## src/rtl/slow_p2s_pkg.sv

```systemverilog
// Shared definitions for the slow parallel-to-serial transmitter.
package slow_p2s_pkg;

  localparam int DEF_WIDTH = 8;
  localparam int CNT_W     = $clog2(DEF_WIDTH);

  typedef enum logic {
    IDLE  = 1'b0,
    SHIFT = 1'b1
  } state_t;

  // Width of the bit counter that indexes a word of the given width.
  function automatic int cnt_width(input int width);
    return $clog2(width);
  endfunction

endpackage

```

## src/rtl/slow_p2s_tx_if.sv

```systemverilog
// Word-side handshake and serial-side outputs of the transmitter.
interface slow_p2s_tx_if
  import slow_p2s_pkg::*;
#(
  parameter int WIDTH = DEF_WIDTH
);

  logic [WIDTH-1:0] DATA_IN;
  logic             VALID_IN;
  logic             READY_OUT;
  logic             SER_OUT;
  logic             SER_VALID;
  logic             SER_SYNC;

  // Producer of words and consumer of the serial stream.
  modport master (
    output DATA_IN, VALID_IN,
    input  READY_OUT, SER_OUT, SER_VALID, SER_SYNC
  );

  // The transmitter itself.
  modport slave (
    input  DATA_IN, VALID_IN,
    output READY_OUT, SER_OUT, SER_VALID, SER_SYNC
  );

endinterface

```

## src/rtl/slow_p2s_tx_rise_detect.sv

```systemverilog
// Rising-edge detector for a slow signal sampled in the CLK domain.
// PULSE is high for one CLK when IN is seen high after being low.
module rise_detect (
  input  logic CLK,
  input  logic RESET,
  input  logic IN,
  output logic PULSE
);

  logic slow_q;

  // Previous-cycle copy of IN; resets high so a level already high at
  // reset release is not mistaken for a fresh rising edge.
  always_ff @(posedge CLK) begin
    // NOTE: sequential state uses non-blocking assignments so every
    // register samples pre-edge values, independent of block ordering.
    if (RESET) slow_q <= 1'b1;
    else       slow_q <= IN;
  end

  assign PULSE = IN && !slow_q;

endmodule

```

## src/rtl/slow_p2s_tx.sv

```systemverilog
// Parallel-to-serial transmitter: one-word holding buffer feeding an
// MSB-first shifter that advances on each rising edge of CLK_SLOW.
// CLK_SLOW is only a sampled enable; all logic runs on CLK.
module slow_p2s_tx
  import slow_p2s_pkg::*;
#(
  parameter int WIDTH = DEF_WIDTH
)
(
  input  logic         CLK,
  input  logic         RESET,
  input  logic         CLK_SLOW,
  slow_p2s_tx_if.slave bus
);

  localparam int CW = cnt_width(WIDTH);

  logic             tick;
  state_t           state;
  logic [CW-1:0]    cnt;
  logic             hold_valid;
  logic [WIDTH-1:0] hold;
  logic [WIDTH-1:0] shreg;
  logic             ser_out;
  logic             ser_valid;
  logic             ser_sync;
  logic             accept;
  logic             load;
  logic             shift;

  rise_detect u_rise (
    .CLK   (CLK),
    .RESET (RESET),
    .IN    (CLK_SLOW),
    .PULSE (tick)
  );

  // Decode this cycle's accept / load / shift actions.
  always_comb begin
    // NOTE: every output gets a default first, so no path leaves a
    // variable unassigned and no latch is inferred.
    accept = bus.VALID_IN && !hold_valid;
    load   = 1'b0;
    shift  = 1'b0;
    if (tick) begin
      case (state)
        IDLE:    load = hold_valid;
        SHIFT:   if (cnt != '0) shift = 1'b1;
                 else           load  = hold_valid;
        default: ;
      endcase
    end
  end

  // Control FSM: buffer flag, state, bit counter and registered outputs.
  always_ff @(posedge CLK) begin
    if (RESET) begin
      state      <= IDLE;
      cnt        <= '0;
      hold_valid <= 1'b0;
      ser_out    <= 1'b0;
      ser_valid  <= 1'b0;
      ser_sync   <= 1'b0;
    end else begin
      // accept needs an empty buffer and load a full one: never both.
      if (accept)    hold_valid <= 1'b1;
      else if (load) hold_valid <= 1'b0;

      if (load) begin
        state     <= SHIFT;
        cnt       <= CW'(WIDTH - 1);
        ser_out   <= hold[WIDTH-1];
        ser_valid <= 1'b1;
        ser_sync  <= 1'b1;
      end else if (shift) begin
        cnt       <= cnt - 1'b1;
        ser_out   <= shreg[WIDTH-2];
        ser_sync  <= 1'b0;
      end else if (tick && state == SHIFT) begin
        // Last bit finished with nothing buffered: end of stream.
        state     <= IDLE;
        ser_out   <= 1'b0;
        ser_valid <= 1'b0;
        ser_sync  <= 1'b0;
      end
    end
  end

  // Data path: holding register and shift register.
  always_ff @(posedge CLK) begin
    // NOTE: data registers are not reset; their contents are only used
    // while the reset-cleared hold_valid / state say they are meaningful.
    if (accept) hold <= bus.DATA_IN;
    if (load)       shreg <= hold;
    else if (shift) shreg <= {shreg[WIDTH-2:0], 1'b0};
  end

  assign bus.READY_OUT = !hold_valid;
  assign bus.SER_OUT   = ser_out;
  assign bus.SER_VALID = ser_valid;
  assign bus.SER_SYNC  = ser_sync;

endmodule
```

## src/flat_wrapper.sv

```systemverilog
// flat-port wrapper written by rule: the top's interface ports become plain ports
module slow_p2s_tx_flat import slow_p2s_pkg::*;
#(
  parameter int WIDTH = DEF_WIDTH
)
  (CLK, RESET, CLK_SLOW, bus_DATA_IN, bus_VALID_IN, bus_READY_OUT, bus_SER_OUT, bus_SER_VALID, bus_SER_SYNC);
  slow_p2s_tx_if #(.WIDTH(WIDTH)) bus_i ();
  input  logic CLK;
  input  logic RESET;
  input  logic CLK_SLOW;
  input wire logic [$bits(bus_i.DATA_IN)-1:0] bus_DATA_IN;
  input wire logic [$bits(bus_i.VALID_IN)-1:0] bus_VALID_IN;
  output wire logic [$bits(bus_i.READY_OUT)-1:0] bus_READY_OUT;
  output wire logic [$bits(bus_i.SER_OUT)-1:0] bus_SER_OUT;
  output wire logic [$bits(bus_i.SER_VALID)-1:0] bus_SER_VALID;
  output wire logic [$bits(bus_i.SER_SYNC)-1:0] bus_SER_SYNC;
  assign bus_i.DATA_IN = bus_DATA_IN;
  assign bus_i.VALID_IN = bus_VALID_IN;
  assign bus_READY_OUT = bus_i.READY_OUT;
  assign bus_SER_OUT = bus_i.SER_OUT;
  assign bus_SER_VALID = bus_i.SER_VALID;
  assign bus_SER_SYNC = bus_i.SER_SYNC;
  slow_p2s_tx #(.WIDTH(WIDTH)) u_core (.CLK(CLK), .RESET(RESET), .CLK_SLOW(CLK_SLOW), .bus(bus_i));
endmodule
```

## config.mk

```make
export PLATFORM = sky130hd
export DESIGN_NAME = slow_p2s_tx_flat
export DESIGN_NICKNAME = d
export VERILOG_FILES = /design/src/rtl/slow_p2s_pkg.sv /design/src/rtl/slow_p2s_tx_if.sv /design/src/rtl/slow_p2s_tx_rise_detect.sv /design/src/rtl/slow_p2s_tx.sv /design/src/flat_wrapper.sv
export SDC_FILE = /design/constraint.sdc
export NUM_CORES = 1
export LEC_CHECK = 0
export CAP_MARGIN = 30
export CORE_ASPECT_RATIO = 1.5
export CORE_UTILIZATION = 40
export CTS_CLUSTER_DIAMETER = 50
export DETAILED_ROUTE_END_ITERATION = 8
export MAX_ROUTING_LAYER = met4
export PLACE_DENSITY = 0.63
export SLEW_MARGIN = 10
export SYNTH_ARGS = -nofsm -noshare
export SYNTH_HDL_FRONTEND = slang
export SYNTH_SLANG_ARGS = --single-unit
```

## constraint.sdc

```tcl
create_clock -name CLK -period 2.2 [get_ports CLK]
set_input_delay 0.33 -clock CLK [delete_from_list [all_inputs] [get_ports CLK]]
set_output_delay 0.33 -clock CLK [all_outputs]
set_load 0.01 [all_outputs]
```

Yosys cells after proc, flatten, opt, wreduce, memory -nomap -nowiden
Cells that the tools add are included.
{"block": "op_classes", "n_addsub": 1, "mul": 0, "n_div": 0, "order_cmp": 0, "eq_ne": 1, "shifts": 0, "muxes": 19, "bitwise": 1, "reduce_logical": 11}
{"cell": "1-bit two-way mux", "n": 14}
{"cell": "7-bit two-way mux", "n": 2}
{"cell": "3-bit two-way mux", "n": 2}
{"cell": "2-bit nonzero test", "n": 3}
{"cell": "3-bit nonzero test", "n": 2}
{"cell": "1-bit logical AND", "n": 3}
{"cell": "3-bit by 1-bit subtractor with 3-bit output (second input constant)", "n": 1}
{"cell": "1-bit logical NOT", "n": 2}
{"cell": "2-bit by 1-bit != test with 1-bit output (second input constant)", "n": 1}
{"cell": "1-bit one-hot mux with 2 select lines", "n": 1}
{"cell": "2-bit AND reduction", "n": 1}
{"cell": "1-bit NOT", "n": 1}
{"block": "totals", "regBits": 23, "latchBits": 0, "ram_bits": 0, "romBits": 0, "inputBits": 12, "out_inout_bits": 4, "wordCells": 41, "mem_count": 0}

Logic depth before layout (Yosys ltp)
{"block": "depth", "word_depth": 6, "depth_mapped": 6, "depth_no_buf": 5}

By module
From an unflattened synthesis, not the netlist that was laid out.
{"block": "hier_totals", "hier_cells": 69, "hier_area_um2": 942.2}
{"mod": "slow_p2s_tx", "n_inst": 1, "cells_per_inst": 66, "area_each_um2": 909.6, "seq_area_each_um2": 590.6}
{"mod": "rise_detect", "n_inst": 1, "cells_per_inst": 3, "area_each_um2": 32.5, "seq_area_each_um2": 20.0}

Worst setup path before layout
OpenSTA, ideal clock, no wires.
{"block": "synth_timing", "path_type": "reg-to-reg", "startpoint": "register u_core.state", "endpoint": "register u_core.shreg[0] (enable)", "setup_ns": 0.388, "arrival_ns": 1.377, "t_required_ns": 1.812, "slack_ns": 0.435, "stages_incl_launch_ff": 4, "path_buffers": 1, "synth_period_minus_slack_ns": 1.765, "cell_sequence": "dfxtp_1 > buf_2 > nor2_1 > a211oi_1"}
{"block": "synth_between", "elab_chain_cells": 4, "elab_cells_between_ends": 6, "classes_between": "mux: 4; bitwise: 1; reduce/logical: 1"}
{"item": "start, declared", "line_no": "slow_p2s_tx.sv:19", "source": "state_t state;"}
{"item": "start signal, assigned", "line_no": "slow_p2s_tx.sv:58", "source": "state <= IDLE;"}
{"item": "start signal, assigned", "line_no": "slow_p2s_tx.sv:70", "source": "state <= SHIFT;"}
{"item": "start signal, assigned", "line_no": "slow_p2s_tx.sv:81", "source": "state <= IDLE;"}
{"item": "1-bit NOT", "line_no": "slow_p2s_tx.sv:46", "source": "case (state)"}
{"item": "1-bit one-hot mux with 2 select lines", "line_no": "slow_p2s_tx.sv:46"}
{"item": "1-bit two-way mux", "line_no": "slow_p2s_tx.sv:45", "source": "if (tick) begin"}
{"item": "2-bit nonzero test (no source line) *"}
{"item": "end signal, assigned", "line_no": "slow_p2s_tx.sv:94", "source": "if (load) shreg <= hold;"}
{"item": "end signal, assigned", "line_no": "slow_p2s_tx.sv:95", "source": "else if (shift) shreg <= {shreg[WIDTH-2:0], 1'b0};"}
{"item": "end, declared", "line_no": "slow_p2s_tx.sv:23", "source": "logic [WIDTH-1:0] shreg;"}
Mark *: on every way between the ends. The rest lies on a longest branch, timed or not.
A chain may end at the register's enable or synchronous reset.

Worst setup path in the final report
{"block": "layout_timing", "startpoint": "register u_core.cnt[0]", "endpoint": "register u_core.shreg[4] (data pin)"}
{"block": "layout_between", "elab_chain_cells": 5}
{"item": "start, declared", "line_no": "slow_p2s_tx.sv:20", "source": "logic [CW-1:0] cnt;"}
{"item": "start signal, assigned", "line_no": "slow_p2s_tx.sv:71", "source": "cnt <= CW'(WIDTH - 1);"}
{"item": "start signal, assigned", "line_no": "slow_p2s_tx.sv:76", "source": "cnt <= cnt - 1'b1;"}
{"item": "3-bit nonzero test", "line_no": "slow_p2s_tx.sv:48", "source": "SHIFT: if (cnt != '0) shift = 1'b1;"}
{"item": "1-bit two-way mux", "line_no": "slow_p2s_tx.sv:48"}
{"item": "1-bit one-hot mux with 2 select lines", "line_no": "slow_p2s_tx.sv:46"}
{"item": "1-bit two-way mux", "line_no": "slow_p2s_tx.sv:45"}
{"item": "7-bit two-way mux", "line_no": "slow_p2s_tx.sv:94"}
No other way between the ends.

==> flow_results.org <==
** Power
- Across the VDD grid, the largest voltage drop is between 0.0003 and 0.0004 V.
- Part of the total power dissipated in the clock network :: between 20 and 30%
- Sequential cells account for 65.7% of the total power.
- Combinational fraction of design power :: under 10%
- Internal Power :: approximately 0.58 mW
- Proportion of total power due to net switching :: between 20% and 30%
- The analysis attributes to cell leakage a power of roughly 0.44 nW.
- In this run the power spent charging and discharging nets is about 0.15 mW.
- Total power per unit cell area :: 622 nW/um2
- The design draws roughly 0.73 mW.

** Timing
- Setup-violating endpoint count in the final report :: 0
- The number of pins with negative max-slew slack in the final report is 0.
- Setup repair after global routing left no endpoint under its margin.
- After routing, the total negative slack on setup checks comes to 0 ns.
- The number of hold-slack violations in the final timing report came to 0.
- Final hold analysis gives a worst-case slack of 0.490 ns.
- Worst slew slack as a fraction of its limit :: a little under three quarters
- Worst Tran Pin Value :: about 0.44 ns
- Min Tclk post-route :: 1.81 ns
- Worst clock skew :: about 0.0036 ns
- FMAX :: roughly 550 MHz
- Share of the clock period used by the worst path :: 82.2%

** Worst hold path
- HP Class :: flop to flop

** Synth
- Post-Synthesis Cells :: between 60 and 70
- Sequential cells were found to cover a little over three fifths of the synthesized design area.
- Yosys printed 0 warnings.
- Number of register bits inferred by synthesis :: 23
- Summing every instance area after synthesis gives slightly below 1000 um2.
- A synthesized cell averages 14.2 um2.
- Mapped Nets :: 83
- Cell variety after synth :: 27

** Floorplanning
- I/O pin count :: 16
- Die Area :: between 2000 and 3000 um2
- Starting density of the core :: between 40% and 50%
- Y dimension of the die :: roughly 63 um
- After floorplanning, the core was divided into 21 placement rows.
- The floorplan step set the die width to between 40 and 50 um.
- Area of the core region :: 2260 um2

** Worst setup path
- At the worst endpoint, the required time is 2.26 ns.
- Category of the most critical setup path :: flop to flop
- Of all nets on the critical path, the largest fanout is 8.
- The worst setup path is captured at a flop.
- Arrival @ worst endpoint :: 1.87 ns
- The worst setup path is launched from a flop.

** Layout
- Final cell utilization of the core :: 52.2%
- Post-route cell area :: 1180 um2
- The number of antenna diodes in the final layout is 0.
- Number of inserted filler cells in the final layout :: about 190
- The area growth from synthesis to layout is 20.6%.
- The final layout contains 102 nets.
- Across the whole layout, storage elements account for approximately 610 um2.
- Layout cell share with drive strength beyond 1 :: 21.8%
- In the final layout, the multi-input gates occupy 328 um2.

** Clock network
- No sink is reached through more buffers than the 2 on the longest clock path.
- TritonCTS built the clock tree.
- Post-CTS timing repair inserted 0 buffers for setup.
- In this run, post-CTS hold repair placed 0 buffers.
- Clock-pin slew of the registers on the worst-case setup and hold paths :: around 0.12 ns
- The later pin in the worst-skew pair is clocked with a latency of around 0.30 ns.
- Clk sink count :: 23
- H-tree levels :: 1
- Post-CTS resize count :: 0
- Clock tree synthesis selected as its root buffer the cell sky130_fd_sc_hd__clkbuf_4.
- Number of buffers created by CTS :: 3

** Drt
- In the routed design, unresolved DRC markers number 0.
- Number of optimization iterations in the first detailed-route pass :: 4
- Via density per instance :: between 5 and 6
- In the final routed layout, each cell accounts on average for 13.0 um.
- For this block, the routed nets add up to 1430 um of wire.
- Via count :: around 560
- Remaining antenna violation count after routing :: 0
- After the first detailed-routing iteration, the DRC count stood at 14.

** GRT
- Total track usage :: 12.8%
- The initial antenna violation count came to 0.
- Wire length of the first global-routing pass :: roughly 2600 um
- Summed over all layers, the global routing overflow is 0.
- Pin count of the biggest net entering global routing :: 14
- The via count of the first global-routing pass came to 565.

** Placement
- HPWL reported at the end of detailed placement :: ~1100 um
- The placed instances occupy a cell area of between 1000 and 1500 um2.
- Number of buffer cells added on primary ports :: 15
- Placer's final routability congestion estimate :: 0.711

** Flow run
- Maximum capacitance violations :: 0

** Status
- The flow ran to the end, and the final reports show no timing, DRC or antenna violations.
==> worst max-delay path, stage by stage (launching register included) <==
cell and delay, ns:
sky130_fd_sc_hd__dfxtp_1 0.37, sky130_fd_sc_hd__inv_1 0.07, sky130_fd_sc_hd__ha_1 0.23, sky130_fd_sc_hd__nand2b_2 0.15, sky130_fd_sc_hd__a21o_1 0.41, sky130_fd_sc_hd__mux2_4 0.34
==> per-stage QoR <==
step	instances	worst slack (ns)
floorplan	69	0.435
global placement	106	0.240
detailed placement	106	0.201
CTS	110	0.378
global route	110	0.295
finish	110	0.392
==> per-layer routing <==
metal  up-vias  wire length, um  track usage [%]
met4         0               17             5.86
li1        292                -                -
met5         -                0                -
met3         2               55             2.02
met1       252              725             17.7
met2        11              634             18.3
==> power by group through the flow <==
stage / Combinational [mW] / Clock (mW) / Sequential (mW)
3_3_place_gp: 0.0638 / 0 / 0.492
6_report: 0.0649 / 0.186 / 0.482
5_1_grt: 0.0718 / 0.211 / 0.484
3_5_place_dp: 0.0648 / 0 / 0.492
2_1_floorplan: 0.0322 / 0 / 0.490
4_1_cts: 0.0651 / 0.190 / 0.482
==> synth_stat cells (all sizes together) <==
master	instances	share of area (%)
nand3b	1	1.2
a211oi	2	1.5
a31oi	1	1.3
nor3	1	0.51
o21ai	3	1.5
inv	5	1.9
o21a	2	1.5
and2	1	0.64
dfxtp	8	16
o221a	1	1.2
clkbuf	1	0.38
edfxtp	15	46
nor2	4	1.5
a311o	1	1.0
a21oi	3	1.5
nor2b	2	1.3
or2	1	0.64
mux2	6	9.2
or4	1	1.2
nand2	1	0.38
buf	2	1.7
ha	2	2.6
nand2b	2	2.3
a41oi	2	1.8
a21o	1	0.77
==> registers in the layout (all words and copies together) (netlist names) <==
| register | flops |
|---|---|
| u_core.bus.SER_SYNC | 1 |
| u_core.cnt | 3 |
| u_core.hold_valid | 1 |
| u_core.shreg | 7 |
| u_core.u_rise.slow_q | 1 |
| u_core.hold | 8 |
| u_core.state | 1 |
| u_core.bus.SER_OUT | 1 |
==> logic make-up (layout without fill, tap and decap cells) <==
| family | count (synthesis) | after routing | synth area share (%) |
|---|---|---|---|
| adders and majority gates | 2 | 2 | 2.56 |
| buffers and inverters | 8 | 26 | 3.97 |
| DFF | 23 | 23 | 62.5 |
| and+or+nand+nor | 14 | 14 | 9.60 |
| muxes | 6 | 6 | 9.22 |
| AOI/OAI and AO/OA | 16 | 16 | 12.2 |
==> cell type report <==
cell class | instances | share of cell area [%]
tap | 23 | 2.44
sequential | 23 | 51.8
multi-input combinational | 38 | 27.8
timing repair buffer | 17 | 14.0
clock buffer | 3 | 1.91
clock inverter | 1 | 0.425
inverter | 5 | 1.59
==> cell usage in the layout, fill, tap and decap left out <==
| cell | n |
|---|---|
| sky130_fd_sc_hd__mux2_4 | 6 |
| sky130_fd_sc_hd__dfxtp_1 | 8 |
| sky130_fd_sc_hd__a41oi_1 | 2 |
| sky130_fd_sc_hd__or4_4 | 1 |
| sky130_fd_sc_hd__a21oi_1 | 3 |
| sky130_fd_sc_hd__edfxtp_1 | 15 |
| sky130_fd_sc_hd__a311o_1 | 1 |
| sky130_fd_sc_hd__nand3b_2 | 1 |
| sky130_fd_sc_hd__buf_4 | 2 |
| sky130_fd_sc_hd__nand2b_4 | 1 |
| sky130_fd_sc_hd__nand2_1 | 1 |
| sky130_fd_sc_hd__and2_1 | 1 |
| sky130_fd_sc_hd__clkbuf_4 | 3 |
| sky130_fd_sc_hd__clkinv_2 | 1 |
| sky130_fd_sc_hd__nor3_1 | 1 |
| sky130_fd_sc_hd__a211oi_1 | 2 |
| sky130_fd_sc_hd__o221a_2 | 1 |
| sky130_fd_sc_hd__nand2b_2 | 1 |
| sky130_fd_sc_hd__ha_1 | 2 |
| sky130_fd_sc_hd__inv_1 | 5 |
| sky130_fd_sc_hd__or2_2 | 1 |
| sky130_fd_sc_hd__a21o_1 | 1 |
| sky130_fd_sc_hd__nor2b_1 | 2 |
| sky130_fd_sc_hd__o21ai_0 | 3 |
| sky130_fd_sc_hd__a31oi_2 | 1 |
| sky130_fd_sc_hd__nor2_1 | 4 |
| sky130_fd_sc_hd__clkdlybuf4s50_1 | 15 |
| sky130_fd_sc_hd__o21a_1 | 2 |
==> path summary, 6_finish.rpt <==
kind / slack (ns) / startpoint / to / cells after the start
worst max-delay path: 0.39 / u_core.cnt[0] / u_core.shreg[4] / 5
worst max register to register: 0.39 / u_core.cnt[0] / u_core.shreg[4] / 5
worst min register to register: 0.49 / u_core.cnt[1] / u_core.cnt[1] / 1
worst min-delay path: 0.49 / u_core.cnt[1] / u_core.cnt[1] / 1
No activity file was read; power rests on OpenSTA's default activity.
